==> src/rtl/pusher_chain.sv <==
// Elastic DEPTH-stage, WIDTH-bit delay line with valid/ready backpressure and flush.
// Optional registered occupancy port `count` when PUSHER_CHAIN_COUNT_EN is defined.
module pusher_chain #(
    parameter int WIDTH = 8,
    parameter int DEPTH = 8
) (
    input  logic             clock,
    input  logic             reset,
    input  logic             flush,
    input  logic             in_valid,
    input  logic [WIDTH-1:0] in_data,
    output logic             in_ready,
    output logic             out_valid,
    output logic [WIDTH-1:0] out_data,
    input  logic             out_ready
`ifdef PUSHER_CHAIN_COUNT_EN
    ,
    output logic [$clog2(DEPTH+1)-1:0] count
`endif
);

    logic [DEPTH-1:0]            v_q;
    logic [DEPTH-1:0]            v_d;
    logic [DEPTH-1:0]            adv;
    logic [DEPTH-1:0][WIDTH-1:0] data_q;
    logic [DEPTH-1:0][WIDTH-1:0] data_d;
    logic                        accept;

    // A stage is blocked only if every stage downstream is full and the
    // consumer stalls; walking from the output end avoids a comb loop.
    always_comb begin : adv_calc
        logic blocked;
        blocked = ~out_ready;
        adv     = '0;
        for (int i = DEPTH - 1; i >= 0; i--) begin
            adv[i]  = v_q[i] & ~blocked;
            blocked = blocked & v_q[i];
        end
    end

    assign in_ready  = ~reset & (~v_q[0] | adv[0]);
    assign accept    = in_valid & in_ready;
    assign out_valid = v_q[DEPTH-1];
    assign out_data  = data_q[DEPTH-1];

    always_comb begin
        v_d    = v_q;
        data_d = data_q;
        if (accept) begin
            v_d[0]    = 1'b1;
            data_d[0] = in_data;
        end else if (adv[0]) begin
            v_d[0] = 1'b0;
        end
        for (int i = 1; i < DEPTH; i++) begin
            if (adv[i-1]) begin
                v_d[i]    = 1'b1;
                data_d[i] = data_q[i-1];
            end else if (adv[i]) begin
                v_d[i] = 1'b0;
            end
        end
        // Flush wins over any accept in the same cycle.
        if (flush) begin
            v_d = '0;
        end
    end

    always_ff @(posedge clock or posedge reset) begin
        if (reset) begin
            v_q    <= '0;
            data_q <= '0;
        end else begin
            v_q    <= v_d;
            data_q <= data_d;
        end
    end

`ifdef PUSHER_CHAIN_COUNT_EN
    logic                        emit;
    logic [$clog2(DEPTH+1)-1:0] count_q;
    logic [$clog2(DEPTH+1)-1:0] count_d;

    assign emit  = adv[DEPTH-1];
    assign count = count_q;

    always_comb begin
        count_d = count_q;
        if (flush) begin
            count_d = '0;
        end else begin
            unique case ({accept, emit})
                2'b10:   count_d = count_q + 1'b1;
                2'b01:   count_d = count_q - 1'b1;
                default: count_d = count_q;
            endcase
        end
    end

    always_ff @(posedge clock or posedge reset) begin
        if (reset) begin
            count_q <= '0;
        end else begin
            count_q <= count_d;
        end
    end
`endif

endmodule

==> config.mk <==
export PLATFORM = sky130hd
export DESIGN_NAME = pusher_chain
export DESIGN_NICKNAME = d
export VERILOG_FILES = /design/src/rtl/pusher_chain.sv
export SDC_FILE = /design/constraint.sdc
export NUM_CORES = 1
export LEC_CHECK = 0
export CAP_MARGIN = 15
export CORE_ASPECT_RATIO = 1.75
export CORE_MARGIN = 1
export CORE_UTILIZATION = 61
export CTS_CLUSTER_DIAMETER = 50
export CTS_CLUSTER_SIZE = 12
export DETAILED_ROUTE_END_ITERATION = 8
export PLACE_DENSITY = 0.83
export SLEW_MARGIN = 20
export SYNTH_ARGS = -nofsm -noshare
export SYNTH_HDL_FRONTEND = slang
export SYNTH_SLANG_ARGS = --single-unit
==> constraint.sdc <==
create_clock -name clock -period 7 [get_ports clock]
set_input_delay 1.05 -clock clock [delete_from_list [all_inputs] [get_ports clock]]
set_output_delay 1.05 -clock clock [all_outputs]
set_load 0.02 [all_outputs]
==> results of run 1 <==
## Yosys cell counts
master    instances  area share [%]
dfrtp_1          72              63
mux2_2           64              25
buf_4             8             2.1
nor2_1            6            0.79
a21oi_1           5            0.87
inv_1             5            0.66
o21ai_2           5             1.5
buf_2             3            0.52
a31oi_1           2            0.44
nand2_1           2            0.26
nand4_1           2            0.44
a41oi_1           1            0.31
a41oi_4           1            0.96
and2_1            1            0.22
and3b_1           1            0.31
and4_1            1            0.31
buf_6             1            0.39
clkbuf_1          1            0.13
clkbuf_2          1            0.17
nand2b_1          1            0.22
nand3_1           1            0.17
nand3b_1          1            0.26
o31ai_4           1            0.74
## registers in the layout (all words and copies together) (netlist names)
signal / count
data_q: 56
out_data: 8
v_q: 8
## where the power goes
part	leakage [nW]	internal, mW	switching (mW)	total (mW)
Combinational	0.476	0.0555	0.0278	0.0833
Sequential	0.947	0.479	0.0299	0.509
Clock	0.0838	0.147	0.131	0.278
## worst min-delay path by stage
stage                from    endpoint  slack, ns  cells past startpoint
2_1_floorplan   data_q[8]  data_q[16]       0.47                      1
3_3_place_gp   data_q[52]  data_q[52]       0.48                      1
3_5_place_dp   data_q[15]  data_q[23]       0.49                      1
4_1_cts        data_q[15]  data_q[23]       0.50                      1
5_1_grt        data_q[37]  data_q[37]       0.52                      1
6_report       data_q[27]  data_q[35]       0.50                      1
## critical path, cell delays in order
cell and delay (ns):
clkdlybuf4s50_1 0.43, inv_2 0.05, buf_4 0.65, and2_1 0.23
clkdlybuf4s50_1 0.60
## cell type report
cell class	count	area [um2]	share of cell area [%]
clock buffers	15	166.4	5.163
inverters	5	18.77	0.5823
multi-input cells	95	944.7	29.31
flip-flops and latches	72	1802	55.90
well taps	51	63.81	1.980
repair buffers	23	227.7	7.065
## per-stage QoR
| step | hold slack, ns | std cells | power, mW |
|---|---|---|---|
| after floorplan | 0.4750 | 186 | 0.5743 |
| final | 0.4967 | 261 | 0.8698 |
| after global routing | 0.5163 | 261 | 0.9145 |
| after global placement | 0.4833 | 246 | 0.5926 |
| after detailed placement | 0.4894 | 246 | 0.6019 |
| after CTS | 0.5047 | 261 | 0.8849 |
## per-layer routing
metal	track usage (%)	up-vias	part of all wire, %
li1	-	691	-
met1	22.62	774	40
met2	30.76	24	55
met3	6.404	9	3.0
met4	9.868	0	2.1
met5	0	-	0
## cell families after synthesis
group,Yosys count,synth area share [%]
mux,64,25.20
buf+inv,19,3.980
simple gates,16,2.975
flops,72,62.99
compound gates,15,4.856
==> metrics.md, run 1 <==
| Metric | Value |
|---|---|
| Pin count of the biggest net entering global routing | 74 |
| Max Cap Viol | 0 |
| CP Data Arrival Time | 3.02 ns |
| Mapped Area | 0.002860 mm2 |
| Setup crit end | in_ready |
| Syn-to-layout area delta | 12.69% |
| Post-CTS Resized | 0 |
| Clock buffer count from CTS | 9 |
| DRC | 0 |
| Final hold vios | 0 |
| HP Class | flop to flop |
| Pre-CTS setup slack | 2.852 ns |
| Yosys warnings | 0 |
| R2r setup slk | 5.21 ns |
| Longest Clk Path Bufs | 2 |
| Unrepaired setup endpoints after global routing | false |
| Drt pass-1 iters | 4 |
| Crit. End Element | output pin |
| TritonCTS clock tree | done |
| Synthesized Nets | 199 |
| Fin area | 0.003223 mm2 |
| Post-CTS Setup Inserts | 0 |
| Layout fillers | 281 |
| Leakage power | 1.507 nW |
| FF-to-FF Start | v_q[6] |
| Critical path class | input pin to output pin |
| Commonest non-fill, non-tap cell in the layout | dfrtp_1 |
| Netlist cell types | 23 |
| DRT iter0 DRCs | 21 |
| Vias per inst | 5.739 |
| Status | finished clean |
| WL final | 3856 um |
| CTS Hold Bufs | 0 |
| Sequential area share after synthesis | 62.99% |
| Io pins | 23 |
| Port-buffer cells | 22 |
| Layout cell share with drive strength beyond 1 | 40.00% |
| P per Cell Area | 269.9 mW/mm2 |
| Slew headroom | 41.81% |
| Maximum operating frequency | 245.5 MHz |
| Antenna Diode Count | 0 |
| Startpoint types | input pin |
| Wire per inst | 14.77 um |
| Clock Root Buffer | clkbuf_8 |
| Final nets | 219 |
| Die ar. | 0.004977 mm2 |
| Mapped Cells | 186 |
| Final worst slack | 2.927 ns |
| RD Place Congestion | 0.8088 |
| Synthesized flop and latch total | 72 |
| Worst VDD drop | 0.2179 mV |
| Layout Utilization | 72.52% |
| # setup viols final | 0 |
| Mapped Avg Cell Area | 15.38 um2 |
| Reg2Reg Depth | 3 |
| H-tree levels | 3 |
| Initial Util | 64.36% |
| CTS Sinks | 72 |
| Chip width | 53.76 um |
| GRT Util Overall | 19.42% |
| First-pass GRT wire length | 6755 um |
| Worst-path clk slew | 0.06 ns |
| Origin of the worst setup path | reset |
| Final ANT Viol Nets | 0 |
| Tcrit/Tclk final | 58.19% |
| CORE AREA | 0.004444 mm2 |
| Total global routing overflow | 0 |
| Die Y | 92.59 um |
| Crit path time final | 4.073 ns |
| Vias | 1498 |
| Worst endpoint required time | 5.95 ns |
| Slew Limit Fails | 0 |
| TNS Setup | 0 ns |
| Clk_lat worst skew | 0.33 ns |
| Worst Max-Slew Pin Slew | 0.8728 ns |
| Placed cell area | 0.003057 mm2 |
| Commonest cells after routing, fill and taps aside | dfrtp_1 (72), mux2_2 (64), clkdlybuf4s50_1 (22), clkbuf_8 (11), nor2_1 (6) |
| Vias in the first global route | 1520 |
| Initial antenna violation count | 0 |
| Critical-path maximum fanout | 73 |
| Final clock skew | 0.006493 ns |
| RR Endpoint | data_q[13] |
| Num rows | 32 |
Note: power is estimated with default switching activity, not from simulation.
==> inputs of run 2 (changes only) <==
CORE_UTILIZATION = 51   (was 61)
PLACE_DENSITY = 0.74   (was 0.83)
clock period = 3.3 ns   (was 7 ns; I/O delays follow)
==> metrics.md, run 2 (synthesized netlist as in run 1, its figures left out) <==
| Metric | Value |
|---|---|
| Status | finished clean |
| Unrepaired setup endpoints after global routing | false |
| # setup viols final | 0 |
| CP Data Arrival Time | 2.24 ns |
| Tcrit/Tclk final | 82.94% |
| Final nets | 219 |
| Worst-path clk slew | 0.06 ns |
| Slew Limit Fails | 0 |
| Die ar. | 0.005924 mm2 |
| Layout cell share with drive strength beyond 1 | 40.87% |
| Chip width | 58.61 um |
| Longest Clk Path Bufs | 2 |
| Layout fillers | 437 |
| TritonCTS clock tree | done |
| Total global routing overflow | 0 |
| Pre-CTS setup slack | 0.5869 ns |
| GRT Util Overall | 16.83% |
| Top Metal Used | met4 |
| Commonest non-fill, non-tap cell in the layout | dfrtp_1 |
| Max Cap Viol | 0 |
| Origin of the worst setup path | out_ready |
| Slowest cell delay on critical path | 0.53 ns |
| WL met1 | 1523 um |
| Largest Register | data_q |
| Post-CTS Resized | 0 |
| Reg2Reg Depth | 3 |
| Antenna Diode Count | 0 |
| Final total power | 1.840 mW |
| Top delay family on crit path | buffers and inverters |
| R2r setup slk | 1.46 ns |
| RD Place Congestion | 0.7217 |
| Clock buffer count from CTS | 9 |
| Clock Root Buffer | clkbuf_8 |
| Final worst slack | 0.5629 ns |
| First-pass GRT wire length | 7203 um |
| CTS Hold Bufs | 0 |
| H-tree levels | 3 |
| Commonest cells after routing, fill and taps aside | dfrtp_1 (72), mux2_2 (64), clkdlybuf4s50_1 (22), clkbuf_8 (11), nor2_1 (6) |
| Clk_lat worst skew | 0.33 ns |
| Final hold vios | 0 |
| Startpoint types | input pin |
| P per Cell Area | 567.1 mW/mm2 |
| Vias per inst | 5.227 |
| Cell repeated most along the worst path | clkdlybuf4s50_1 |
| TNS Setup | 0 ns |
| Setup crit end | in_ready |
| Die Y | 101.1 um |
| Vias in the first global route | 1636 |
| Initial antenna violation count | 0 |
| Critical-path maximum fanout | 7 |
| Crit. path cell count | 5 |
| Leakage power | 1.507 nW |
| Crit path time final | 2.737 ns |
| Initial Util | 53.54% |
| Crit. End Element | output pin |
| Syn-to-layout area delta | 13.47% |
| Final ANT Viol Nets | 0 |
| CTS Sinks | 72 |
| Dpl hpwl | 2958 um |
| Crit path buf inv count | 2 |
| RR Endpoint | data_q[9] |
| Worst VDD drop | 0.4661 mV |
| Slew headroom | 42.92% |
| Num rows | 35 |
| Worst endpoint required time | 2.80 ns |
| Final clock skew | 0.009169 ns |
| WL final | 4097 um |
| Critical path class | input pin to output pin |
| Io pins | 23 |
| Maximum operating frequency | 365.3 MHz |
| Wire per inst | 14.53 um |
| Worst Max-Slew Pin Slew | 0.8562 ns |
| CP max stage cell | clkdlybuf4s50_1 |
| Max reg flops | 56 |
| Post-CTS Setup Inserts | 0 |
| Vias | 1474 |
| DRT iter0 DRCs | 26 |
| Met3 WL post-DR | 99 um |
| HP Class | flop to flop |
| Drt pass-1 iters | 3 |
| DRC | 0 |
| Pin count of the biggest net entering global routing | 73 |
| Port-buffer cells | 22 |
| FF-to-FF Start | v_q[6] |
| CORE AREA | 0.005343 mm2 |
| Cell Chain, Critical Path | clkdlybuf4s50_1 -> and3b_1 -> nand4_1 -> and2_1 -> clkdlybuf4s50_1 |
| Met2 wire len | 2352 um |
==> run 2: cell types whose count changed in the layout (fill, tap and decap cells not counted), sizes merged <==
cell,previous run,this run
clkinv,0,1
clkbuf,15,12
==> run 2: layout make-up <==
class / count / area (um2) / area share [%]
flip-flops and latches: 72 / 1802 / 55.51
multi-input cells: 95 / 944.7 / 29.11
repair buffers: 23 / 227.7 / 7.016
clock buffers: 12 / 155.1 / 4.780
well taps: 74 / 92.59 / 2.853
inverters: 5 / 18.77 / 0.5783
clock inverters: 1 / 5.005 / 0.1542
==> run 2: worst min-delay path by stage <==
stage	start	endpoint	slack [ns]	depth (start not counted)
2_1_floorplan	data_q[8]	data_q[16]	0.47	1
6_report	data_q[5]	data_q[13]	0.50	1
3_5_place_dp	data_q[50]	data_q[50]	0.49	1
5_1_grt	data_q[5]	data_q[5]	0.52	1
3_3_place_gp	data_q[52]	data_q[52]	0.48	1
4_1_cts	data_q[50]	data_q[50]	0.51	1
==> run 2: per-layer routing <==
metal	global-route usage, %	up-vias
li1	-	689
met1	16.57	748
met2	30.42	28
met3	4.236	9
met4	10.44	0
met5	0	-
==> run 2: power by group <==
part	internal, mW	leakage, nW	total (mW)	switching [mW]
sequential	1.02	0.947	1.08	0.0674
clock	0.300	0.0842	0.578	0.278
combinational	0.118	0.476	0.178	0.0606
total	1.43	1.51	1.84	0.406
==> run 2: through the flow <==
stage / instances / instance area (um2) / hold WS (ns) / utilization (%)
4_1_cts: 282 / 3246 / 0.5062 / 60.75
3_5_place_dp: 269 / 3085 / 0.4916 / 57.75
6_report: 282 / 3246 / 0.4994 / 60.75
3_3_place_gp: 269 / 3085 / 0.4844 / 57.75
5_1_grt: 282 / 3246 / 0.5186 / 60.75
2_1_floorplan: 186 / 2860 / 0.4750 / -
==> run 2: worst register-to-register path, stage by stage (launching register included) <==
cell and delay (ns):
dfrtp_1 0.41, nand3b_1 0.33, o31ai_4 0.58, mux2_2 0.40
